$ cat src/rtl/countdown_timer.sv
// MM:SS BCD countdown timer. Digits borrow downward through a mod-10/mod-(MAX_TENS+1)
// chain on each 1 Hz tick while running; reaching 00:00 pulses done and latches alarm.
module countdown_timer #(
  parameter int MAX_TENS = 5
) (
  input  logic        clk,
  input  logic        reset_n,
  input  logic        tick,
  input  logic        load,
  input  logic [15:0] load_value,
  input  logic        start,
  input  logic        stop,
  output logic [3:0]  sec_u,
  output logic [3:0]  sec_t,
  output logic [3:0]  min_u,
  output logic [3:0]  min_t,
  output logic        running,
  output logic        done,
  output logic        alarm
);

  localparam logic [3:0] TENS_MAX  = 4'(MAX_TENS);
  localparam logic [3:0] UNITS_MAX = 4'd9;

  typedef enum logic [1:0] {
    IDLE    = 2'd0,
    RUN     = 2'd1,
    PAUSED  = 2'd2,
    EXPIRED = 2'd3
  } state_e;

  state_e      state_q, state_d;
  logic [15:0] digits_q, digits_d;   // {min_t, min_u, sec_t, sec_u}
  logic        running_q, running_d;
  logic        done_q, done_d;
  logic        alarm_q, alarm_d;

  logic [15:0] load_sat;
  logic [15:0] dec_digits;
  logic        su_borrow, st_borrow, mu_borrow;
  logic        cur_zero, dec_zero;

  function automatic logic [3:0] sat_digit(input logic [3:0] d, input logic [3:0] max);
    return (d > max) ? max : d;
  endfunction

  // A digit at zero wraps to its maximum and raises a borrow into the next digit.
  function automatic logic [3:0] dec_digit(input logic [3:0] d, input logic [3:0] max,
                                           input logic en);
    if (!en)
      return d;
    else if (d == 4'd0)
      return max;
    else
      return d - 4'd1;
  endfunction

  function automatic logic borrow_out(input logic [3:0] d, input logic en);
    return en && (d == 4'd0);
  endfunction

  assign load_sat = {sat_digit(load_value[15:12], TENS_MAX),
                     sat_digit(load_value[11:8],  UNITS_MAX),
                     sat_digit(load_value[7:4],   TENS_MAX),
                     sat_digit(load_value[3:0],   UNITS_MAX)};

  assign su_borrow = borrow_out(digits_q[3:0],  1'b1);
  assign st_borrow = borrow_out(digits_q[7:4],  su_borrow);
  assign mu_borrow = borrow_out(digits_q[11:8], st_borrow);

  assign dec_digits = {dec_digit(digits_q[15:12], TENS_MAX,  mu_borrow),
                       dec_digit(digits_q[11:8],  UNITS_MAX, st_borrow),
                       dec_digit(digits_q[7:4],   TENS_MAX,  su_borrow),
                       dec_digit(digits_q[3:0],   UNITS_MAX, 1'b1)};

  assign cur_zero = (digits_q == 16'h0000);
  assign dec_zero = (dec_digits == 16'h0000);

  // Command priority: load, then stop, then start, then tick.
  always_comb begin
    state_d  = state_q;
    digits_d = digits_q;
    done_d   = 1'b0;

    if (load) begin
      digits_d = load_sat;
      state_d  = IDLE;
    end else if (stop) begin
      if (state_q == RUN)
        state_d = PAUSED;
      else if (state_q == EXPIRED)
        state_d = IDLE;
    end else if (start && ((state_q == IDLE) || (state_q == PAUSED))) begin
      if (!cur_zero)
        state_d = RUN;
    end else if (tick && (state_q == RUN)) begin
      digits_d = dec_digits;
      if (dec_zero) begin
        done_d  = 1'b1;
        state_d = EXPIRED;
      end
    end

    running_d = (state_d == RUN);
    alarm_d   = (state_d == EXPIRED);
  end

  always_ff @(posedge clk or negedge reset_n) begin
    if (!reset_n) begin
      state_q   <= IDLE;
      digits_q  <= 16'h0000;
      running_q <= 1'b0;
      done_q    <= 1'b0;
      alarm_q   <= 1'b0;
    end else begin
      state_q   <= state_d;
      digits_q  <= digits_d;
      running_q <= running_d;
      done_q    <= done_d;
      alarm_q   <= alarm_d;
    end
  end

  assign min_t   = digits_q[15:12];
  assign min_u   = digits_q[11:8];
  assign sec_t   = digits_q[7:4];
  assign sec_u   = digits_q[3:0];
  assign running = running_q;
  assign done    = done_q;
  assign alarm   = alarm_q;

endmodule

$ cat config.mk
export PLATFORM = sky130hd
export DESIGN_NAME = countdown_timer
export DESIGN_NICKNAME = d
export VERILOG_FILES = /design/src/rtl/countdown_timer.sv
export SDC_FILE = /design/constraint.sdc
export NUM_CORES = 1
export LEC_CHECK = 0
export CAP_MARGIN = 30
export CORE_MARGIN = 10
export CORE_UTILIZATION = 28
export DETAILED_ROUTE_END_ITERATION = 12
export HOLD_SLACK_MARGIN = 0.08
export SETUP_SLACK_MARGIN = 0.1
export SYNTH_ARGS = -nofsm -noshare
export SYNTH_HDL_FRONTEND = slang
export SYNTH_SLANG_ARGS = --single-unit
$ cat constraint.sdc
create_clock -name clk -period 4.4 [get_ports clk]
set_input_delay 0.88 -clock clk [delete_from_list [all_inputs] [get_ports clk]]
set_output_delay 0.88 -clock clk [all_outputs]
set_load 0.03 [all_outputs]
---- Word level (Yosys, flattened, before mapping) ----
Index checks and enable logic that the tools add are counted.
storage, ports and cells
  register bits ........................... 21
  output and inout bits ................... 19
  word-level logic and storage cells ...... 62
  input bits .............................. 22
operators by class
  order comparisons ....................... 4
  multiplexer cells ....................... 28
  reduce and logical (&&, ||, !) cells .... 14
  $add $sub $neg .......................... 4
  equal/unequal tests ..................... 7
operator list
  cell                   count
  $mux W16               4
  $mux W4                11
  $logic_not A16 Y1      2
  $logic_not A4 Y1       4
  $mux W2                8
  $sub A4 B1 Y4 const B  4
  $gt A4 B3 Y1 const B   2
  $gt A4 B4 Y1 const B   2
  $eq A2 B2 Y1 const B   3
  $mux W1                5
  $eq A2 B1 Y1 const B   2
  $logic_and A1 B1 Y1    4
  $ne A2 B2 Y1 const B   2
  $reduce_and A3 Y1      1
  $logic_not A2 Y1       1
  $reduce_bool A2 Y1     1
  $logic_or A1 B1 Y1     1

---- Longest topological paths before layout ----
Gate-level depths: netlist (run 1).
  depth after elaboration ................. 11
  depth in mapped cells ................... 8
  depth with buffers taken out ............ 6

---- Worst setup path before layout (run 1) ----
Ideal clock, no wire load.
  path type ............................... input port to flip-flop
  from .................................... in stop
  to ...................................... reg digits_q[9]
  arrival time ............................ 1.946 ns
  stages .................................. 6
  setup slack ............................. 2.368 ns
  buffers on the path ..................... 2
  setup time .............................. 0.087 ns
  cell sequence ........................... and3b_1 buf_4 nand4_2 buf_2 or4_1 o211ai_1
between the ends
  longest elaborated chain between the ends .. 2
ends and longest elaborated chain
  element                             line  source
  start: declaration                  12    input logic stop,
  $ne A2 B2 Y1 (no source line)       -
  $reduce_and A3 Y1 (no source line)  -
  end signal: assignment              117   digits_q <= digits_d;
  end: declaration                    33    logic [15:0] digits_q, digits_d;
Every way passes these cells.
A chain may end at the register's enable or synchronous reset.

---- Final worst setup path (run 1) ----
  from .................................... in load
  to ...................................... reg digits_q[12]
between the ends
  longest elaborated chain between the ends .. 2
  elaborated cells between the ends (all ways) .. 5
  those cells by class .................... eq/ne (2); mux (1); reduce/logical (2)
ends and longest elaborated chain
  element                                                                     line  source
  start: declaration                                                          9     input logic load,
  $ne A2 B2 Y1 (no source line) / $reduce_bool A2 Y1 (equally long branches)  -
  $reduce_and A3 Y1 (no source line)                                          -
Parallel ways exist; a longest one is shown, timed or not.

==> results.md, run 1 <==
* Status: finished clean
* Core Region at ~4400 sq um
* Startpoint types: input pin
* Layout Cells excl Fill at approximately 230
* Post-Syn Instances at 141
* Peak VDD IR at roughly 140 uV
* CTS max path bufs at 2
* DR pass1 iterations at 4
* Detailed placement HPWL at around 2700 um
* Final Hold Fails at 0
* Final critical-path share of the clock period at 0.6555
* Worst stage delay on the critical path at 0.90 ns
* Worst endpoint required time at roughly 4.5 ns
* First-pass GRT wire length at around 5800 um
* Post-DR wirelength/cell at approximately 15 um
* DRT Wirelength at ~3500 um
* Tmin final at just under 3 ns
* Die width at ~88 um
* Syn nets at between 150 and 200
* Synth Warn # at 0
* CTS H-Tree Depth at 1
* DRT iter0 DRCs at between 100 and 150
* Asr flop ratio synth at 1.000
* Register clock-pin slew on the reported worst setup and hold paths at 0.08 ns
* Inserted Clock Buffers at 3
* Slew @ Worst Pin at between 0.6 and 0.7 ns
* Post-CTS Setup Inserts at 0
* Layout cells sized above 1 at 0.06111
* HP Class: register to register
* EDFF count, synth at 0
* Clk Latency, worst-skew pair at approximately 0.26 ns
* Grt ovf at 0
* FMAX at 346.7 MHz
* Root buffer selected by CTS: clkbuf_8
* Ant. Diodes at 0
* GRT Total Usage at 0.09021
* Hold-fix buffers, CTS at 0
* Rel. slew slack at 0.5523
* Setup TNS after final layout at 0 ns
* Starting density of the core at 0.2939
* Post-synthesis sequential area ratio at 0.4050
* Max-cap violation count at 0
* Largest net degree at the start of global routing at 22
* Count of final setup violators at 0
* Crit path cell chain: clkdlybuf4s50_1, clkinv_1, a2111oi_0, a31oi_1
* Ports at just over 40
* Clk sink count at 21
* Antenna violations before repair at 0
* WP data arrival at between 3 and 4 ns
* CTS tree: yes
* Avg Cell Area, Syn at between 9 and 10 sq um
* Tot Pwr at 0.4777 mW
* Gp weighted congestion at between 0.8 and 0.9
* Post-cts resize count at 0
* Register bit count reported by yosys at 21
* Port Buffers at 40
* Nets@finish at about 210
* Pwr/cell area at roughly 270 nW/um^2
* Vias in the first global route at about 1200
* Area Growth Syn to Fin at 38.67%
* Worst path top cell family by delay: buffers and inverters
* Total number of vias at about 1200
* Util after Layout at 0.4076
* Row cnt at 24
* Post-route ant nets at 0
* DRC viols at 0
* Setup Skew at roughly 0.00094 ns
* CP max-delay cell: clkdlybuf4s50_1
* Crit path kind: input pin to register
* Die footprint at roughly 7800 sq um
* Synth cell types at slightly below 50
* P_leak at approximately 0.7 nW
* Crit path capture type: register
* Placed cells at about 230
* Vert. Die Dim at 88.07 um
* Maximum fanout along the worst path at 18
* Buffer and inverter count on the worst path at 2
* Max Slew Vio Count at 0
* Vias/cell at roughly 5.2
* Dominant synthesized flop cell: dfrtp_1
* RSZ-0062 raised after global routing: false
* Synthesized cell area at ~1300 sq um
==> cell usage after synthesis (all sizes together), types with 2 or more instances <==
cell      n  area share
dfrtp    21        0.41
nor2     17       0.049
nor3     11       0.042
nand2     9       0.028
a31oi     7       0.034
o21ai     7       0.036
inv       5       0.014
ha        4       0.039
nand3     4       0.015
nand4     4       0.024
or4       4       0.023
buf       3       0.018
clkbuf    3      0.0087
mux2i     3       0.023
nor3b     3       0.017
nor4      3       0.026
a2111oi   2       0.014
a311o     2       0.015
and4      2       0.015
nand4b    2       0.014
o21a      2       0.012
o21bai    2       0.012
or3       2      0.0096
==> kinds of logic after synthesis <==
group / Yosys count / share of synthesized area
and+or+nand+nor: 68 / 0.3019
AOI/OAI and AO/OA: 33 / 0.1871
DFF: 21 / 0.4050
buffers and inverters: 12 / 0.04435
adders and majority gates: 4 / 0.03857
muxes: 3 / 0.02314
==> sequential cells by signal, summed over array words and instances, names as in the netlist <==
signal,flops
done,1
state_q,2
running,1
digits_q,16
alarm,1
==> final cells by class <==
cell class | instances | area (sq um)
clock buffers | 3 | 41.29
multi-input cells | 108 | 714.4
well taps | 52 | 65.06
fillers | 434 | 2615
clock inverters | 1 | 5.005
flip-flops and latches | 21 | 525.5
repair buffers | 41 | 425.4
inverters | 6 | 22.52
==> cells in the final DEF, fill, tap and decap left out, types with 2 or more instances in the layout <==
cell type / n
nand2_1: 8
o21a_1: 2
mux2i_1: 3
nand3_1: 4
nor3b_1: 3
clkdlybuf4s50_1: 40
dfrtp_1: 21
nor4_1: 2
o21bai_1: 2
clkbuf_8: 3
a2111oi_0: 2
inv_1: 5
or4_1: 4
a31oi_1: 7
or3_1: 2
nor3_1: 11
o21ai_0: 6
nand4_1: 3
ha_1: 4
a311o_1: 2
nand4b_1: 2
nor2_1: 17
==> final timing paths <==
kind	startpoint	endpoint	slack [ns]	cells past startpoint
max in group asynchronous	reset_n	digits_q[8]	3.29	2
min in group asynchronous	reset_n	running	0.98	2
setup reg to reg	state_q[0]	digits_q[11]	2.31	6
hold / removal	digits_q[4]	digits_q[4]	0.59	2
hold reg to reg	digits_q[4]	digits_q[4]	0.59	2
setup / recovery	load	digits_q[12]	1.52	4
==> power breakdown <==
group | total [mW] | switching (mW) | internal, mW
combinational | 0.127 | 0.0671 | 0.0596
sequential | 0.224 | 0.0185 | 0.205
clock | 0.127 | 0.0641 | 0.0631
==> layer usage <==
| metal | share of wire | track usage |
|---|---|---|
| met1 | 0.46 | 0.1125 |
| met2 | 0.44 | 0.1356 |
| met3 | 0.10 | 0.04271 |
| met4 | 0.0043 | 0.02568 |
| met5 | 0 | 0 |
==> stage by stage <==
step                      cell area [sq um]  setup slack [ns]  hold WS [ns]
after floorplan                        1297             2.368        0.5844
after global placement                 1728             1.369        0.5674
after detailed placement               1728             1.211        0.5775
after CTS                              1774             1.490        0.5960
after global routing                   1799             1.313        0.6097
final                                  1799             1.516        0.5943
==> worst register-to-register path: cells and delay by family (launching register included) <==
family          cells  cell delay [ns]
fa+ha+maj           1             0.23
compound gates      2             0.45
buf+inv             1             0.09
flops               1             0.46
simple gates        2             0.78
Note: power is estimated with default switching activity, not from simulation.
==> run 2: changes to the inputs <==
clock period = 2.3 ns   (was 4.4 ns; I/O delays follow)
==> run 2 against run 1 <==
  * Clock skew grew 0.0037 ns
  * Final area grew 1.2%
  * Critical path depth grew 2
  * Register-to-register slack lost 2.0 ns
  * Flip-flop and latch count is the same
  * Clock-buffer cell count is the same
  * Utilization grew 0.48 points
  * Combinational power grew 95%
  * Largest power group unchanged
  * Largest cell class unchanged
  * Wire length grew 3.0%
==> results.md, run 2 (same netlist as run 1, synthesis figures left out) <==
* Pwr/cell area at between 500 and 600 nW/um^2
* Clk Latency, worst-skew pair at ~0.26 ns
* Starting density of the core at 0.2939
* Buffer and inverter count on the worst path at 1
* Slew @ Worst Pin at 0.6038 ns
* CTS max path bufs at 2
* Footprint of the multi-input gates at roughly 720 sq um
* Count of final setup violators at 0
* Startpoint types: register
* FMAX at roughly 500 MHz
* Part of the power in the clock network at 0.261
* Seq pwr share at 0.468
* Detailed placement HPWL at 2827 um
* Max reg flops at 16
* Die footprint at 7756 sq um
* DR pass1 iterations at 4
* Inserted Clock Buffers at 3
* Rel. slew slack at 0.5871
* Max Slew Vio Count at 0
* First-pass GRT wire length at 5934 um
* Tmin final at 2.005 ns
* GR Layer Usage met1 at 0.1146
* Ant. Diodes at 0
* Largest net degree at the start of global routing at 22
* Util after Layout at 0.4124
* CTS H-Tree Depth at 1
* HP Class: input pin to asynchronous set/reset pin
* Core Region at around 4400 sq um
* Final critical-path share of the clock period at 0.8719
* Die width at between 80 and 90 um
* P_sw at approximately 0.28 mW
* Crit path capture type: register
* Worst stage delay on the critical path at 0.45 ns
* DRC viols at 0
* Vert. Die Dim at a little under 90 um
* RSZ-0062 raised after global routing: false
* Ports at between 40 and 50
* CTS tree: yes
* Commonest cells after routing, fill and taps aside: 40 x clkdlybuf4s50_1, 21 x dfrtp_1, 17 x nor2_1
* Worst path top cell family by delay: simple AND/OR/NAND/NOR gates
* DRT Wirelength at between 3000 and 4000 um
* Crit path cell chain: inv_1, ha_1, o21ai_4, nand4_4, or4_1, a31oi_1
* Post-route ant nets at 0
* GRT Total Usage at 0.09183
* Total number of vias at around 1200
* P_leak at around 0.71 nW
* Top flop regs: digits_q (16), state_q (2)
* Crit path kind: register to register
* Met2 Usage GRT at 0.1481
* Max-cap violation count at 0
* Row cnt at 24
* Nets@finish at roughly 210
* Gp weighted congestion at 0.8125
* Global-route met3 utilization at 0.03343
* Pint at 0.6288 mW
* Fillers at around 430
* Sw frac at 0.3113
* Setup Skew at ~0.0046 ns
* Port Buffers at 40
* DRT iter0 DRCs at 88
* Post-DR wirelength/cell at between 15 and 20 um
* Setup TNS after final layout at 0 ns
* Grt ovf at 0
* Vias/cell at roughly 5.3
* Register clock-pin slew on the reported worst setup and hold paths at 0.08 ns
* Final Hold Fails at 0
* Worst reg2reg setup slack at 0.29 ns
* Root buffer selected by CTS: clkbuf_8
* CP max-delay cell: dfrtp_1
* Clk sink count at 21
* Register Area at around 530 sq um
* Vias in the first global route at 1247
* Layout cells sized above 1 at 0.08152
* Area Growth Syn to Fin at 40.31%
* Peak VDD IR at around 180 uV
* Antenna violations before repair at 0
* Commonest non-fill, non-tap cell in the layout: clkdlybuf4s50_1
* WP data arrival at approximately 2.2 ns
* Most flops, register: digits_q
* Post-CTS Setup Inserts at 0
* Final Hold Slack at around 0.54 ns
* Status: finished clean
* Maximum fanout along the worst path at 12
* Busiest grt layer: met2
* Comb power frac at 0.271
* Worst endpoint required time at between 2 and 2.5 ns
==> run 2: metrics by stage <==
step	power, mW	std cells	area [sq um]	worst slack [ns]
after detailed placement	0.6826	232	1765	0.07836
after CTS	0.9298	236	1812	0.2215
final	0.9130	236	1821	0.2947
after global placement	0.6767	232	1765	0.1656
after global routing	0.9675	236	1821	0.1733
after floorplan	0.5580	141	1297	0.5310
==> run 2: worst reg2reg max path, stage by stage (launching register included) <==
cell and delay, ns:
dfrtp_1 0.45, inv_1 0.09, ha_1 0.23, o21ai_4 0.31, nand4_4 0.23, or4_1 0.45
a31oi_1 0.17
==> run 2: per-layer routing <==
layer,routed length (um),vias to the layer above
met2,1691,39
met1,1553,582
met4,8,0
li1,-,623
met5,0,-
met3,331,2
==> run 2: final timing paths <==
| kind | from | end | cells after the start |
|---|---|---|---|
| setup / recovery | state_q[0] | digits_q[11] | 6 |
| hold / removal | reset_n | done | 2 |
| setup reg to reg | state_q[0] | digits_q[11] | 6 |
| hold reg to reg | digits_q[4] | digits_q[4] | 2 |
| max in group asynchronous | reset_n | digits_q[6] | 2 |
| min in group clk | digits_q[4] | digits_q[4] | 2 |
==> run 2: layout make-up <==
class,count,share of cell area
Multi-Input combinational cell,108,0.3973
Sequential cell,21,0.2887
Timing Repair Buffer,45,0.2405
Tap cell,52,0.03574
Clock buffer,3,0.02268
Inverter,6,0.01237
Clock inverter,1,0.002749
==> run 2: power by group through the flow <==
stage	combinational, mW	clock, mW	sequential [mW]
after floorplan	0.0864	0	0.472
after global placement	0.244	0	0.433
after detailed placement	0.248	0	0.434
after CTS	0.249	0.254	0.427
after global routing	0.271	0.264	0.433
final	0.248	0.238	0.427
==> run 2: timing repair <==
action	4_1_cts	5_1_grt
hold buffers	0	0
setup endpoints to repair	0	3
gates resized for setup	0	1
hold endpoints to repair	0	0
